`config.mk`:
```
export PLATFORM = sky130hd
export DESIGN_NAME = sc_scratchpad_arbiter
export DESIGN_NICKNAME = d
export VERILOG_FILES = /design/src/rtl/sc_scratchpad_pkg.sv /design/src/rtl/sc_arb_starve_counter.sv /design/src/rtl/sc_scratchpad_arbiter.sv
export SDC_FILE = /design/constraint.sdc
export NUM_CORES = 1
export LEC_CHECK = 0
export CORE_MARGIN = 2
export CORE_UTILIZATION = 34
export DETAILED_ROUTE_END_ITERATION = 7
export PLACE_DENSITY = 0.95
export SLEW_MARGIN = 0
export SYNTH_ARGS = -nofsm -noshare
export SYNTH_HDL_FRONTEND = slang
export SYNTH_SLANG_ARGS = --single-unit
```
`constraint.sdc`:
```
create_clock -name SC_SCRATCHPAD_ARBITER_CLOCK_50 -period 4.75 [get_ports SC_SCRATCHPAD_ARBITER_CLOCK_50]
set_input_delay 0.7125 -clock SC_SCRATCHPAD_ARBITER_CLOCK_50 [delete_from_list [all_inputs] [get_ports SC_SCRATCHPAD_ARBITER_CLOCK_50]]
set_output_delay 0.7125 -clock SC_SCRATCHPAD_ARBITER_CLOCK_50 [all_outputs]
set_load 0.02 [all_outputs]
```
`src/rtl/sc_scratchpad_pkg.sv`:
```
// Shared definitions for the scratchpad arbiter: FSM state encoding,
// address-mux select values, the hard-wired zero register and default widths.
package sc_scratchpad_pkg;

    localparam int DEF_SCRATCHPAD_DIRECTION = 5;
    localparam int DEF_MIR_DIRECTION        = 6;
    localparam int DEF_BUS                  = 32;
    localparam int DEF_MAX_UDP_BURST        = 8;

    typedef logic [2:0] state_t;

    localparam state_t S_UDP       = 3'd0;
    localparam state_t S_HOST_ADDR = 3'd1;
    localparam state_t S_HOST_CAPT = 3'd2;
    localparam state_t S_HOST_ACK  = 3'd3;
    localparam state_t S_RELEASE   = 3'd4;

    localparam logic SP_SELECT_MIR  = 1'b1;
    localparam logic SP_SELECT_HOST = 1'b0;

    localparam int REG_ZERO_ADDR = 0;

endpackage

```
`src/rtl/sc_arb_starve_counter.sv`:
```
// Saturating count of cycles a pending host request has been denied.
// Ports: clk_i/rst_i (async high), inc_i, clr_i (wins over inc), sat_o.
module sc_arb_starve_counter
    import sc_scratchpad_pkg::*;
#(
    parameter int MAX_COUNT = DEF_MAX_UDP_BURST
) (
    input  logic clk_i,
    input  logic rst_i,
    input  logic inc_i,
    input  logic clr_i,
    output logic sat_o
);

    localparam int CW = $clog2(MAX_COUNT + 1);

    logic [CW-1:0] cnt_q, cnt_d;

    assign sat_o = (cnt_q == CW'(MAX_COUNT));

    always_comb begin
        cnt_d = cnt_q;
        if (clr_i) begin
            cnt_d = '0;
        end else if (inc_i && !sat_o) begin
            cnt_d = cnt_q + CW'(1);
        end
    end

    always_ff @(posedge clk_i or posedge rst_i) begin
        if (rst_i) begin
            cnt_q <= '0;
        end else begin
            cnt_q <= cnt_d;
        end
    end

endmodule

```
`src/rtl/sc_scratchpad_arbiter.sv`:
```
// Shares the scratchpad port between the microcoded datapath (default owner)
// and a host/debug port. A pending host access takes a free cycle, or is
// forced in after MAX_UDP_BURST denied cycles; the host owns exactly one
// cycle (S_HOST_ADDR), read data is captured one cycle later, then Ack.
// Ports:
//   clock/reset  : SC_SCRATCHPAD_ARBITER_CLOCK_50, SC_SCRATCHPAD_ARBITER_RESET_InHigh
//   datapath     : uDP_Req/Addr/WrEn/WrData in, uDP_Stall_Out
//   host         : Host_Req/Wr/Addr/WrData in, Host_Ack_Out, Host_RdData_OutBus
//   scratchpad   : SP_Select/Addr/WrEn/WrData out, SP_RdData_InBus
module sc_scratchpad_arbiter
    import sc_scratchpad_pkg::*;
#(
    parameter int DATAWIDTH_SCRATCHPAD_DIRECTION = DEF_SCRATCHPAD_DIRECTION,
    parameter int DATAWIDTH_MIR_DIRECTION        = DEF_MIR_DIRECTION,
    parameter int DATAWIDTH_BUS                  = DEF_BUS,
    parameter int MAX_UDP_BURST                  = DEF_MAX_UDP_BURST
) (
    input  logic                                      SC_SCRATCHPAD_ARBITER_CLOCK_50,
    input  logic                                      SC_SCRATCHPAD_ARBITER_RESET_InHigh,
    input  logic                                      uDP_Req_In,
    input  logic [DATAWIDTH_MIR_DIRECTION-1:0]        uDP_Addr_InBus,
    input  logic                                      uDP_WrEn_In,
    input  logic [DATAWIDTH_BUS-1:0]                  uDP_WrData_InBus,
    output logic                                      uDP_Stall_Out,
    input  logic                                      Host_Req_In,
    input  logic                                      Host_Wr_In,
    input  logic [DATAWIDTH_SCRATCHPAD_DIRECTION-1:0] Host_Addr_InBus,
    input  logic [DATAWIDTH_BUS-1:0]                  Host_WrData_InBus,
    output logic                                      Host_Ack_Out,
    output logic [DATAWIDTH_BUS-1:0]                  Host_RdData_OutBus,
    output logic                                      SP_Select_Out,
    output logic [DATAWIDTH_MIR_DIRECTION-1:0]        SP_Addr_OutBus,
    output logic                                      SP_WrEn_Out,
    output logic [DATAWIDTH_BUS-1:0]                  SP_WrData_OutBus,
    input  logic [DATAWIDTH_BUS-1:0]                  SP_RdData_InBus
);

    localparam int SW  = DATAWIDTH_SCRATCHPAD_DIRECTION;
    localparam int MW  = DATAWIDTH_MIR_DIRECTION;
    localparam int BW  = DATAWIDTH_BUS;

    state_t          state_q, state_d;
    logic [BW-1:0]   rd_q, rd_d;
    logic            in_udp;
    logic            grant;
    logic            starve_inc;
    logic            starve_clr;
    logic            starve_sat;
    logic            host_r0;

    assign in_udp = (state_q == S_UDP);

    // Host wins when the datapath is idle or has starved it long enough.
    assign grant = in_udp && Host_Req_In && (!uDP_Req_In || starve_sat);

    assign starve_inc = in_udp && Host_Req_In && uDP_Req_In;
    assign starve_clr = grant || (in_udp && !Host_Req_In);

    assign host_r0 = (Host_Addr_InBus == SW'(REG_ZERO_ADDR));

    sc_arb_starve_counter #(
        .MAX_COUNT (MAX_UDP_BURST)
    ) u_starve (
        .clk_i (SC_SCRATCHPAD_ARBITER_CLOCK_50),
        .rst_i (SC_SCRATCHPAD_ARBITER_RESET_InHigh),
        .inc_i (starve_inc),
        .clr_i (starve_clr),
        .sat_o (starve_sat)
    );

    always_ff @(posedge SC_SCRATCHPAD_ARBITER_CLOCK_50
                or posedge SC_SCRATCHPAD_ARBITER_RESET_InHigh) begin
        if (SC_SCRATCHPAD_ARBITER_RESET_InHigh) begin
            state_q <= S_UDP;
            rd_q    <= '0;
        end else begin
            state_q <= state_d;
            rd_q    <= rd_d;
        end
    end

    always_comb begin
        state_d = state_q;
        unique case (state_q)
            S_UDP:       if (grant) state_d = S_HOST_ADDR;
            S_HOST_ADDR: state_d = S_HOST_CAPT;
            S_HOST_CAPT: state_d = S_HOST_ACK;
            // A request still high after Ack parks in S_RELEASE so it is
            // never serviced twice.
            S_HOST_ACK:  state_d = Host_Req_In ? S_RELEASE : S_UDP;
            S_RELEASE:   if (!Host_Req_In) state_d = S_UDP;
            default:     state_d = S_UDP;
        endcase
    end

    // Synchronous scratchpad: data for the S_HOST_ADDR address is on
    // SP_RdData_InBus during S_HOST_CAPT.
    always_comb begin
        rd_d = rd_q;
        if (state_q == S_HOST_CAPT && !Host_Wr_In) begin
            rd_d = SP_RdData_InBus;
        end
    end

    always_comb begin
        SP_Select_Out    = SP_SELECT_MIR;
        SP_Addr_OutBus   = uDP_Addr_InBus;
        SP_WrEn_Out      = uDP_Req_In && uDP_WrEn_In;
        SP_WrData_OutBus = uDP_WrData_InBus;
        uDP_Stall_Out    = 1'b0;
        Host_Ack_Out     = (state_q == S_HOST_ACK);
        if (state_q == S_HOST_ADDR) begin
            SP_Select_Out    = SP_SELECT_HOST;
            SP_Addr_OutBus   = {{(MW-SW){1'b0}}, Host_Addr_InBus};
            SP_WrEn_Out      = Host_Wr_In && !host_r0;
            SP_WrData_OutBus = Host_WrData_InBus;
            uDP_Stall_Out    = uDP_Req_In;
        end
        // No scratchpad writes of any kind while held in reset.
        if (SC_SCRATCHPAD_ARBITER_RESET_InHigh) begin
            SP_WrEn_Out = 1'b0;
        end
    end

    assign Host_RdData_OutBus = rd_q;

endmodule

```
# After elaboration in Yosys (flattened, before gate mapping)
# Index checks and enable logic that the tools add are counted.
dict set report word_totals {
  elab_cells 42
  input_bits 113
  out_inout_bits 74
  reg_bits 39
}
dict set report op_classes {
  muxes 12
  n_eq_ne 7
  n_addsub 1
  reduce_logical 19
}
# cell count
set ops {}
lappend ops {{$mux W32} 1}
lappend ops {{$pmux W3 S5} 1}
lappend ops {{$mux W3} 3}
lappend ops {{$logic_and A1 B1 Y1} 8}
lappend ops {{$mux W4} 2}
lappend ops {{$eq A3 B2 Y1 const B} 2}
lappend ops {{$mux W6} 1}
lappend ops {{$logic_not A1 Y1} 5}
lappend ops {{$logic_not A5 Y1} 1}
lappend ops {{$add A4 B1 Y4 const B} 1}
lappend ops {{$eq A4 B4 Y1 const B} 1}
lappend ops {{$mux W1} 4}
lappend ops {{$eq A3 B1 Y1 const B} 1}
lappend ops {{$eq A3 B3 Y1 const B} 1}
lappend ops {{$logic_not A3 Y1} 1}
lappend ops {{$logic_or A1 B1 Y1} 2}
lappend ops {{$ne A2 B1 Y1 const B} 1}
lappend ops {{$ne A2 B2 Y1 const B} 1}
lappend ops {{$reduce_and A2 Y1} 1}
lappend ops {{$reduce_bool A2 Y1} 1}

# Longest topological paths before layout
dict set report logic_depth {
  depth_word 6
  mapped_depth 6
  depth_no_buf 5
}

# Cells and area by module
# A second synthesis with hierarchy kept.
dict set report hier_totals {
  hier_cells 162
  area_unflattened_um2 2113.3
}
# module cells_each n_inst seq_area_each_um2 area_per_inst_um2
set modules_own_cells {}
lappend modules_own_cells {sc_scratchpad_arbiter 137 1 875.8 1876.8}
lappend modules_own_cells {sc_arb_starve_counter 25 1 100.1 236.5}

# Least setup slack after synthesis
# OpenSTA, ideal clock, no wires.
dict set report synth_timing {
  path_type {input port to output port}
  from {input Host_Addr_InBus[3]}
  to {output SP_WrEn_Out}
  stages 3
  arrival_time_ns 1.546
  path_slack_ns 2.492
  required_time_ns 4.038
  path_buffers 0
  path_cell_list {or4_1 o211ai_1 a21oi_1}
}
dict set report synth_between {
  elab_chain_len 5
}
# element line_no
set synth_rtl {}
lappend synth_rtl {{from (decl)} sc_scratchpad_arbiter.sv:27} ;# input logic [DATAWIDTH_SCRATCHPAD_DIRECTION-1:0] Host_Addr_InBus,
lappend synth_rtl {{$logic_not A5 Y1} sc_scratchpad_arbiter.sv:59} ;# assign host_r0 = (Host_Addr_InBus == SW'(REG_ZERO_ADDR));
lappend synth_rtl {{$logic_not A1 Y1} sc_scratchpad_arbiter.sv:115} ;# SP_WrEn_Out = Host_Wr_In && !host_r0;
lappend synth_rtl {{$logic_and A1 B1 Y1} sc_scratchpad_arbiter.sv:115}
lappend synth_rtl {{$mux W1} sc_scratchpad_arbiter.sv:112} ;# if (state_q == S_HOST_ADDR) begin
lappend synth_rtl {{$mux W1} sc_scratchpad_arbiter.sv:120} ;# if (SC_SCRATCHPAD_ARBITER_RESET_InHigh) begin
lappend synth_rtl {{to (decl)} sc_scratchpad_arbiter.sv:33} ;# output logic SP_WrEn_Out,
# Every way passes these cells.

# Final worst setup path
dict set report layout_timing {
  from {register state_q[0]}
  to {output SP_WrData_OutBus[10]}
}
dict set report layout_between {
  elab_chain_len 2
}
# element line_no
set layout_rtl {}
lappend layout_rtl {{from (decl)} sc_scratchpad_arbiter.sv:42} ;# state_t state_q, state_d;
lappend layout_rtl {{from (signal assigned)} sc_scratchpad_arbiter.sv:77} ;# state_q <= state_d;
lappend layout_rtl {{$eq A3 B1 Y1} sc_scratchpad_arbiter.sv:112}
lappend layout_rtl {{$mux W32} sc_scratchpad_arbiter.sv:112}
lappend layout_rtl {{to (decl)} sc_scratchpad_arbiter.sv:34} ;# output logic [DATAWIDTH_BUS-1:0] SP_WrData_OutBus,
# Every way passes these cells.

==> impl_metrics.tcl <==
set metrics [dict create \
    antenna_found_initial 0 \
    routed_wl_um 6761 \
    cp.required_ps 4040 \
    hold_viol 0 \
    maxSlewHeadroom_pct 28.37 \
    critPathArrivalTime_ps 2990 \
    synth_top_area_share_pct 46.62 \
    portBuffers 186 \
    syn-num-nets 273 \
    post-route-drc-count 0 \
    setup_viol 0 \
    power_density_nw_per_um2 545.2 \
    fin_util_pct 69.70 \
    core_um2 5921 \
    synthSimpleGateAreaFrac_pct 6.874 \
    placed_cells 413 \
    synth_mux_area_share_pct 37.12 \
    cts_tree "done" \
    routabilityCongestion 0.7582 \
    maxCapViolCount 0 \
    yosys-top-cells-area "dfrtp_1, mux2_2, buf_6" \
    fin_cells 421 \
    htree_levels 2 \
    drt-pass1-iter-count 4 \
    crit_chain "nor3b_4, buf_4, mux2_2, clkdlybuf4s50_1" \
    cts_resized 0 \
    synth-xor-area-share_pct 0.4184 \
    clock_latency_ps 290 \
    worst_slew_pin_slew_ps 1073 \
    grt_max_degree 40 \
    ys_ff_latch 39 \
    clock_skew_ps 6.618 \
    die_x_um 82.47 \
    slew_violations 0 \
    diodes 0 \
    cts_root_buf "clkbuf_8" \
    synth_warnings 0 \
    synth_compound_area_share_pct 3.646 \
    wl_per_cell_um 16.06 \
    final_common_cell "clkdlybuf4s50_1" \
    cts_hold_buf 0 \
    fill_cells 425 \
    cts_setup_buffers 0 \
    dr_total_vias 1960 \
    synth_top_family_by_area "multiplexers" \
    final.period_utilization_pct 78.01 \
    cts.sinks 39 \
    final_antenna_net_count 0 \
    drive_gt1_share_pct 23.70 \
    cts_buffers 5 \
    period_minus_slack_ps 3705 \
    pre_cts_slack_ps 1350 \
    multi_input_area_um2 1037 \
    layout_common_cells "clkdlybuf4s50_1, mux2_2, dfrtp_1" \
    crit_type "register to primary output" \
    synth_fa_ha_area_share_pct 1.195 \
    grt_overflow 0 \
    hp-class "register to register" \
    status "complete, no violations" \
    fin_ws_ps 1045 \
    synth_top_area_cell "dfrtp_1" \
    place_hpwl_um 5617 \
    dieHeight_um 82.47 \
    dieArea_um2 6800 \
    grt_util_all_layers_pct 19.85 \
    start_kind "register" \
    grt_pass1_vias 2117 \
    r2r_cells 3 \
    whs_path_depth 1 \
    p_leak_nw 1.631 \
    synth_area_per_cell_um2 13.25 \
    nets 460 \
    syn_area_um2 2093 \
    synth_cell_types 31 \
    max_freq_mhz 269.9 \
    synth_cells 158 \
    worst_path_max_delay_cell "nor3b_4" \
    syn2layout_area_growth_pct 97.13 \
    clkTransAtPathRegs_ps 80 \
    endpoint_kind "primary output" \
    grt_pass1_wl_um 10120 \
    cp_max_fo 24 \
    ir_worst_vdd_mv 0.3094 \
    clockBufferDepth 2 \
    register_area_um2 975.9 \
    fin_tns_setup_ps 0 \
    row_count 28 \
    yosysSeqAreaShare_pct 46.62 \
    io-pin-count 187 \
    vias_per_cell 4.656 \
    detailedRoute.firstIterationViolations 28 \
    crit_path_max_incr_delay_ps 940 \
    start_util_pct 35.36 \
    rsz0062_at_grt "no" \
]
==> through the flow <==
step / area [um2] / hold slack (ps) / total power [mW]
floorplan: 2093 / 472.8 / 1.360
global placement: 4014 / 467.8 / 1.965
detailed placement: 4014 / 488.3 / 2.000
CTS: 4126 / 507.4 / 2.280
global route: 4126 / 519.7 / 2.391
finish: 4126 / 499.0 / 2.250
==> per-layer routing <==
metal | up-vias | global-route usage (%) | wire, um
met1 | 894 | 21.35 | 2438
met3 | 12 | 6.087 | 740
met2 | 113 | 36.21 | 3442
li1 | 941 | - | -
met4 | 0 | 7.500 | 140
met5 | - | 0 | 0
==> cell families (layout without fill, tap and decap cells) <==
| logic type | count (synthesis) | in the layout |
|---|---|---|
| multiplexers | 69 | 69 |
| buffers and inverters | 14 | 202 |
| adder cells (fa/ha/maj) | 2 | 2 |
| AND/OR/NAND/NOR | 22 | 22 |
| AO/OA/AOI/OAI | 11 | 11 |
| XOR/XNOR | 1 | 1 |
| flip-flops | 39 | 39 |
==> Yosys cell counts <==
library cell / number
a21boi_0: 1
a21o_1: 1
a21oi_1: 1
a41o_1: 1
and2_1: 2
buf_2: 6
buf_4: 1
buf_6: 3
dfrtp_1: 39
ha_1: 2
inv_1: 4
mux2_1: 1
mux2_2: 68
nand2_1: 4
nand2b_1: 1
nand3_1: 2
nand3b_1: 1
nand4_1: 2
nor2_1: 3
nor3_1: 1
nor3b_1: 1
nor3b_2: 1
nor4_1: 1
nor4b_4: 1
o211ai_1: 1
o21a_1: 2
o21ai_0: 3
o2bb2ai_1: 1
or3_1: 1
or4_1: 1
xnor2_1: 1
==> power by group <==
part | switching, mW | internal, mW
logic | 0.615 | 0.778
registers | 0.0972 | 0.490
clock network | 0.114 | 0.156
==> registers in the layout, summed over array words and instances, names as in the netlist <==
| signal | count |
|---|---|
| Host_RdData_OutBus | 32 |
| state_q | 3 |
| u_starve.cnt_q | 4 |
==> path summary, 6_finish.rpt <==
| check | from | to | slack (ps) |
|---|---|---|---|
| setup reg to reg | state_q[2] | Host_RdData_OutBus[22] | 2800 |
| hold reg to reg | Host_RdData_OutBus[3] | Host_RdData_OutBus[3] | 500 |
| min in group asynchronous | SC_SCRATCHPAD_ARBITER_RESET_InHigh | state_q[0] | 860 |
| max in group asynchronous | SC_SCRATCHPAD_ARBITER_RESET_InHigh | Host_RdData_OutBus[1] | 3560 |
| hold / removal | Host_RdData_OutBus[3] | Host_RdData_OutBus[3] | 500 |
| setup / recovery | state_q[0] | SP_WrData_OutBus[10] | 1040 |
==> critical path, delay by kind of cell (launching register included) <==
kind / cells / cell delay, ps
flops: 1 / 520
buf+inv: 2 / 890
simple gates: 1 / 940
mux: 1 / 360
==> layout make-up <==
type                    instances  share of cell area (%)
inverters                       4                  0.3639
repair buffers                190                   45.85
multi-input cells             105                   25.14
clock buffers                   5                   1.668
flip-flops and latches         39                   23.65
well taps                      75                   2.274
clock inverters                 3                   1.061
No activity file was read; power rests on OpenSTA's default activity.
